## src/rtl/fp_operand_unpack.sv

```systemverilog
// Front-end unpack stage of the FPU: splits two IEEE-754 operands into fields, classifies them,
// precomputes align/mul/div quantities and early exceptions, and buffers results in a 2-entry FIFO.
module fp_operand_unpack #(
    parameter int ExponentSize = 8,
    parameter int FractionSize = 23,
    parameter int DataSize     = 1 + ExponentSize + FractionSize,
    parameter int Bias         = (1 << (ExponentSize - 1)) - 1
) (
    input  logic                      Clock,
    input  logic                      Reset,
    input  logic                      InValid,
    output logic                      InReady,
    input  logic [DataSize-1:0]       Operand1,
    input  logic [DataSize-1:0]       Operand2,
    input  logic [1:0]                Operation,
    output logic                      OutValid,
    input  logic                      OutReady,
    output logic [1:0]                OutOperation,
    output logic                      Sign1,
    output logic                      Sign2,
    output logic [ExponentSize-1:0]   Exponent1,
    output logic [ExponentSize-1:0]   Exponent2,
    output logic [FractionSize:0]     Mantissa1,
    output logic [FractionSize:0]     Mantissa2,
    output logic                      EffOperation,
    output logic                      ResultSign,
    output logic [ExponentSize-1:0]   Difference,
    output logic                      SignOfDifference,
    output logic                      ZeroDifference,
    output logic [1:0]                Compare,
    output logic [ExponentSize+1:0]   MDExponent,
    output logic [3:0]                Class1,
    output logic [3:0]                Class2,
    output logic                      Invalid,
    output logic                      DivByZero
);
    localparam int EW = ExponentSize;
    localparam int FW = FractionSize;
    localparam int XW = ExponentSize + 2;
    localparam logic [XW-1:0] BiasX = XW'(Bias);

    typedef struct packed {
        logic [1:0]    op;
        logic          s1;
        logic          s2;
        logic [EW-1:0] e1;
        logic [EW-1:0] e2;
        logic [FW:0]   m1;
        logic [FW:0]   m2;
        logic          eff;
        logic          rs;
        logic [EW-1:0] diff;
        logic          sod;
        logic          zd;
        logic [1:0]    cmp;
        logic [XW-1:0] mde;
        logic [3:0]    c1;
        logic [3:0]    c2;
        logic          inv;
        logic          dbz;
    } res_t;

    // {NaN, Inf, Zero, Denormal}; all zero means a normal number
    function automatic logic [3:0] classify(input logic [EW-1:0] e, input logic [FW-1:0] f);
        logic emax, ezero, fzero;
        emax  = &e;
        ezero = (e == '0);
        fzero = (f == '0);
        return {emax & ~fzero, emax & fzero, ezero & fzero, ezero & ~fzero};
    endfunction

    logic [EW-1:0] raw_exp1, raw_exp2;
    logic [FW-1:0] frac1, frac2;
    logic [EW:0]   exp_sub;
    logic          is_addsub, is_mul, is_div;
    res_t          push_res;

    assign raw_exp1  = Operand1[DataSize-2 -: EW];
    assign raw_exp2  = Operand2[DataSize-2 -: EW];
    assign frac1     = Operand1[FW-1:0];
    assign frac2     = Operand2[FW-1:0];
    assign is_addsub = ~Operation[1];
    assign is_mul    = (Operation == 2'b10);
    assign is_div    = (Operation == 2'b11);

    always_comb begin
        push_res      = '0;
        push_res.op   = Operation;
        push_res.s1   = Operand1[DataSize-1];
        push_res.s2   = Operand2[DataSize-1];
        push_res.e1   = (raw_exp1 == '0) ? EW'(1) : raw_exp1;
        push_res.e2   = (raw_exp2 == '0) ? EW'(1) : raw_exp2;
        push_res.m1   = {raw_exp1 != '0, frac1};
        push_res.m2   = {raw_exp2 != '0, frac2};
        push_res.c1   = classify(raw_exp1, frac1);
        push_res.c2   = classify(raw_exp2, frac2);
        push_res.eff  = is_addsub & (Operation[0] ^ push_res.s1 ^ push_res.s2);
        push_res.rs   = Operation[1] & (push_res.s1 ^ push_res.s2);

        // one extra bit holds the borrow, which doubles as the sign of the difference
        exp_sub       = {1'b0, push_res.e1} - {1'b0, push_res.e2};
        push_res.sod  = exp_sub[EW];
        push_res.diff = exp_sub[EW] ? EW'(-exp_sub) : exp_sub[EW-1:0];
        push_res.zd   = (push_res.e1 == push_res.e2);

        if (push_res.m1 == push_res.m2)     push_res.cmp = 2'b00;
        else if (push_res.m1 > push_res.m2) push_res.cmp = 2'b01;
        else                                push_res.cmp = 2'b10;

        if (is_mul)      push_res.mde = XW'(push_res.e1) + XW'(push_res.e2) - BiasX;
        else if (is_div) push_res.mde = XW'(push_res.e1) - XW'(push_res.e2) + BiasX;

        push_res.inv = push_res.c1[3] | push_res.c2[3]
                     | (is_addsub & push_res.c1[2] & push_res.c2[2] & push_res.eff)
                     | (is_mul & ((push_res.c1[1] & push_res.c2[2]) | (push_res.c1[2] & push_res.c2[1])))
                     | (is_div & ((push_res.c1[1] & push_res.c2[1]) | (push_res.c1[2] & push_res.c2[2])));
        push_res.dbz = is_div & ~push_res.c1[3] & ~push_res.c1[2] & ~push_res.c1[1] & push_res.c2[1];
    end

    res_t       head_q, head_d, tail_q, tail_d;
    logic [1:0] count_q, count_d;
    logic       out_valid_q, out_valid_d;
    logic       in_ready_q, in_ready_d;
    logic       push, pop;

    assign push = InValid & in_ready_q;
    assign pop  = out_valid_q & OutReady;

    always_comb begin
        head_d  = head_q;
        tail_d  = tail_q;
        count_d = count_q;
        case ({push, pop})
            2'b10: begin
                if (count_q == 2'd0) head_d = push_res;
                else                 tail_d = push_res;
                count_d = count_q + 2'd1;
            end
            2'b01: begin
                head_d  = tail_q;
                count_d = count_q - 2'd1;
            end
            2'b11: begin
                if (count_q == 2'd1) head_d = push_res;
                else begin
                    head_d = tail_q;
                    tail_d = push_res;
                end
            end
            default: ;
        endcase
        out_valid_d = (count_d != 2'd0);
        in_ready_d  = (count_d < 2'd2);
    end

    always_ff @(posedge Clock or posedge Reset) begin
        if (Reset) begin
            head_q      <= '0;
            tail_q      <= '0;
            count_q     <= '0;
            out_valid_q <= 1'b0;
            in_ready_q  <= 1'b0;
        end else begin
            head_q      <= head_d;
            tail_q      <= tail_d;
            count_q     <= count_d;
            out_valid_q <= out_valid_d;
            in_ready_q  <= in_ready_d;
        end
    end

    assign InReady          = in_ready_q;
    assign OutValid         = out_valid_q;
    assign OutOperation     = head_q.op;
    assign Sign1            = head_q.s1;
    assign Sign2            = head_q.s2;
    assign Exponent1        = head_q.e1;
    assign Exponent2        = head_q.e2;
    assign Mantissa1        = head_q.m1;
    assign Mantissa2        = head_q.m2;
    assign EffOperation     = head_q.eff;
    assign ResultSign       = head_q.rs;
    assign Difference       = head_q.diff;
    assign SignOfDifference = head_q.sod;
    assign ZeroDifference   = head_q.zd;
    assign Compare          = head_q.cmp;
    assign MDExponent       = head_q.mde;
    assign Class1           = head_q.c1;
    assign Class2           = head_q.c2;
    assign Invalid          = head_q.inv;
    assign DivByZero        = head_q.dbz;
endmodule

```

## config.mk

```make
export PLATFORM = sky130hd
export DESIGN_NAME = fp_operand_unpack
export DESIGN_NICKNAME = d
export VERILOG_FILES = /design/src/rtl/fp_operand_unpack.sv
export SDC_FILE = /design/constraint.sdc
export NUM_CORES = 1
export LEC_CHECK = 0
export CORE_ASPECT_RATIO = 0.8
export CORE_MARGIN = 1.5
export CORE_UTILIZATION = 58
export DETAILED_ROUTE_END_ITERATION = 8
export GPL_TIMING_DRIVEN = 0
export PLACE_DENSITY = 0.9
export SLEW_MARGIN = 20
export SYNTH_ARGS = -nofsm -noshare
export SYNTH_HDL_FRONTEND = slang
export SYNTH_SLANG_ARGS = --single-unit
```

## constraint.sdc

```tcl
create_clock -name Clock -period 15.85 [get_ports Clock]
set_clock_uncertainty 0.2 [all_clocks]
set_input_delay 3.17 -clock Clock [delete_from_list [all_inputs] [get_ports Clock]]
set_output_delay 3.17 -clock Clock [all_outputs]
set_load 0.05 [all_outputs]
```

==> out/metrics.cfg <==
[run_status]
status = finished, final reports clean

[cts]
clock_latency_ns = 0.51
ctsResizeCount = 0
root_buffer = clkbuf_16
ctsLongestPathBuffers = 3
clkSlewWorstSetupHoldPaths_ns = 0.07
clock-sinks = 208
ctsHoldBuffers = 0
cts_made_buffers = 22
post_cts_buffers = 0
cts_max_level = 1
tritoncts = built

[global_routing]
grt_max_degree = 108
overflow = 0
grt_pass1_vias = 9855
grtUsageMet2_pct = 52.73
busiest_layer = met2
grt_use_met1_pct = 51.52
grt_pass1_wl_mm = 53.48
grtUsageTotal_pct = 35.59
grt_util_met3_pct = 9.464
antenna_found_initial = 0

[setup_path]
critPathKind = input pin to register
crit_required_ns = 16.03
crit_path_cell_trace = clkdlybuf4s50_1 > nor4_1 > nand2_1 > inv_1 > nor2_1 > inv_1 > ha_1 > xor2_1 > ha_1 > o21ai_1 > nor4_4 > a22oi_2 > xor2_1 > o22ai_1
reg2reg_setup_slack_ns = 12.51
worstPathMaxFanout = 5
slowest_stage = clkdlybuf4s50_1
arrival_ns = 6.81
path_buf_inv = 3
max_stage_delay_ns = 0.52
crit_family = simple AND/OR/NAND/NOR gates
crit_path_end_kind = register
startpoint_type = input pin

[sta]
setup_viol = 0
tns_ns = 0
period_needed_ns = 6.627
max_freq_ghz = 0.1509
worstMarginPinSlew_ns = 1.107
fin_hold_ws_ns = 0.2730
fin_crit_sh_pct = 41.81
hold_viol_final = 0
relSlewSlack_pct = 25.73
rsz0062_at_grt = no
drv_slew = 0

[pwr]
p_switching_mw = 1.358
p_clk_share_pct = 19.1
totalPowerFinal_mw = 2.905
power_density_nw_per_um2 = 215.6
p_leak_nw = 5.993
intPower_mw = 1.547
pwr-share-seq_pct = 31.4
comb_power_share_pct = 49.5
switching_share_pct = 46.75
peakVddDrop_v = 0.0001606

[place]
gp_congestion = 0.9464
hpwl_mm = 24.93
numPortBuffers = 170
dpl.cell_count = 1589
place_area_sq_um = 12690

[die]
die_area_sq_um = 19220
die_width_um = 154.6
initial_core_util_pct = 59.09
fp-row-count = 44
ioPinCount = 174
die_h_um = 124.3
core_area_sq_um = 18060

[logic_synthesis]
synth_edf_count = 0
syn_inst = 1188
yosys_most_used_dff = dfrtp_1
syn_area_sq_um = 10670
ys_seq_elements = 208
syn-num-nets = 1312
synth_seq_area_share_pct = 48.78
ys_types = 65
ys.warnings.count = 0
async_reset_ff_share_pct = 100.0
postSynthAreaPerCell_sq_um = 8.982

[final_layout]
antenna_cells = 0
fill_cells = 1282
layout-drive-gt1-share_pct = 4.793
stdcell_count = 1628
area_growth_pct = 26.23
regArea_sq_um = 5205
multi_input_area_sq_um = 4928
layout.nets = 1507
fin_area_sq_um = 13470

[detailed_routing]
vias = 10168
drc = 0
drt_first_pass_iters = 6
avgViaCountPerCell = 6.246
post_drt_wl_per_cell_um = 20.87
drt_wl_total_mm = 33.97
antenna_left = 0
dr.first_iter.drc_count = 1063

[run]
cap_violations = 0

[min_path]
hold_path_class = register to register

==> metal layers <==
layer  wire length (um)  vias to the layer above
met2              14690                      688
met1              13890                     4876
met3               4360                      106
li1                   -                     4498
met4               1021                        0
met5                  0                        -
==> cell families after synthesis <==
group	synth area share [%]
compound gates	17.03
xor+xnor	2.029
fa+ha+maj	6.508
buf+inv	5.030
flops	48.78
mux	0.8560
simple gates	19.77
==> cell usage after synthesis (6+ instances only) <==
master	n	share of area, %
xor2_1	10	0.82
a21oi_1	28	1.3
dfrtp_1	208	49
a32oi_1	9	0.74
o21ai_0	73	3.4
nor2_1	190	6.7
mux2i_1	8	0.75
nor3_1	8	0.38
nor4_1	16	0.94
clkbuf_1	76	2.7
a221oi_1	78	6.4
or3_1	6	0.35
o21ai_1	13	0.61
inv_1	53	1.9
xnor2_1	11	0.90
nand2_1	229	8.1
nand4_1	11	0.64
ha_1	53	6.2
nand3_1	15	0.70
a22oi_1	8	0.56
o31ai_1	7	0.49
==> worst reg2reg max path, stage by stage (launching register included) <==
cell	delay, ns
dfrtp_1	0.37
nand2_1	0.22
ha_1	0.21
clkbuf_1	0.27
o21a_1	0.19
clkbuf_1	0.45
clkbuf_1	0.53
clkbuf_1	0.52
a221oi_1	0.16
nor2_1	0.15
==> sequential cells by signal, indices dropped and copies added (netlist names), 8 cells and up <==
signal and count:
Mantissa1 24, tail_q 102, Exponent1 8, Exponent2 8, Difference 8, Mantissa2 24
MDExponent 10
==> cell type report <==
type	instances	share of cell area [%]
tap	230	2.137
buffer	86	2.508
timing repair buffer	171	12.84
clock buffer	26	4.431
sequential	208	38.64
inverter	53	1.533
multi-input combinational	841	36.59
clock inverter	13	1.319
==> path summary, 6_finish.rpt <==
kind,startpoint,endpoint,cells after the start
setup / recovery,Operand2[27],MDExponent[8],14
hold / removal,tail_q[10],tail_q[10],2
setup reg to reg,OutValid,Mantissa2[21],9
hold reg to reg,tail_q[10],tail_q[10],2
max in group asynchronous,Reset,tail_q[95],3
min in group asynchronous,Reset,Mantissa2[4],2
==> per-stage QoR <==
step                setup WS, ns  utilization (%)
detailed placement         8.798            70.30
finish                     9.223            74.59
floorplan                  6.799                -
global placement           4.276            70.11
CTS                        9.323            74.59
global route               9.007            74.59
==> layout by cell type, fill, tap and decap left out, types with 4 or more instances in the layout <==
| cell | count |
|---|---|
| nand2_1 | 229 |
| dfrtp_1 | 208 |
| nor2_1 | 190 |
| clkdlybuf4s50_1 | 170 |
| clkbuf_1 | 78 |
| a221oi_1 | 78 |
| o21ai_0 | 73 |
| ha_1 | 53 |
| inv_1 | 52 |
| a21oi_1 | 28 |
| clkbuf_16 | 23 |
| nor4_1 | 16 |
| nand3_1 | 15 |
| o21ai_1 | 13 |
| nand4_1 | 11 |
| xnor2_1 | 11 |
| xor2_1 | 10 |
| a32oi_1 | 9 |
| nor3_1 | 8 |
| a22oi_1 | 8 |
| mux2i_1 | 8 |
| o31ai_1 | 7 |
| or3_1 | 6 |
| buf_1 | 5 |
| o21a_1 | 5 |
| nor2b_1 | 5 |
| clkinv_2 | 5 |
| a21o_1 | 4 |
| bufinv_16 | 4 |
==> power groups by stage <==
stage | logic (mW) | registers [mW] | clock network [mW]
finish | 1.44 | 0.912 | 0.556
global route | 1.52 | 0.933 | 0.580
CTS | 1.42 | 0.907 | 0.556
detailed placement | 1.41 | 0.910 | 0
global placement | 1.38 | 0.900 | 0
floorplan | 0.508 | 1.31 | 0
No activity file was read; power rests on OpenSTA's default activity.
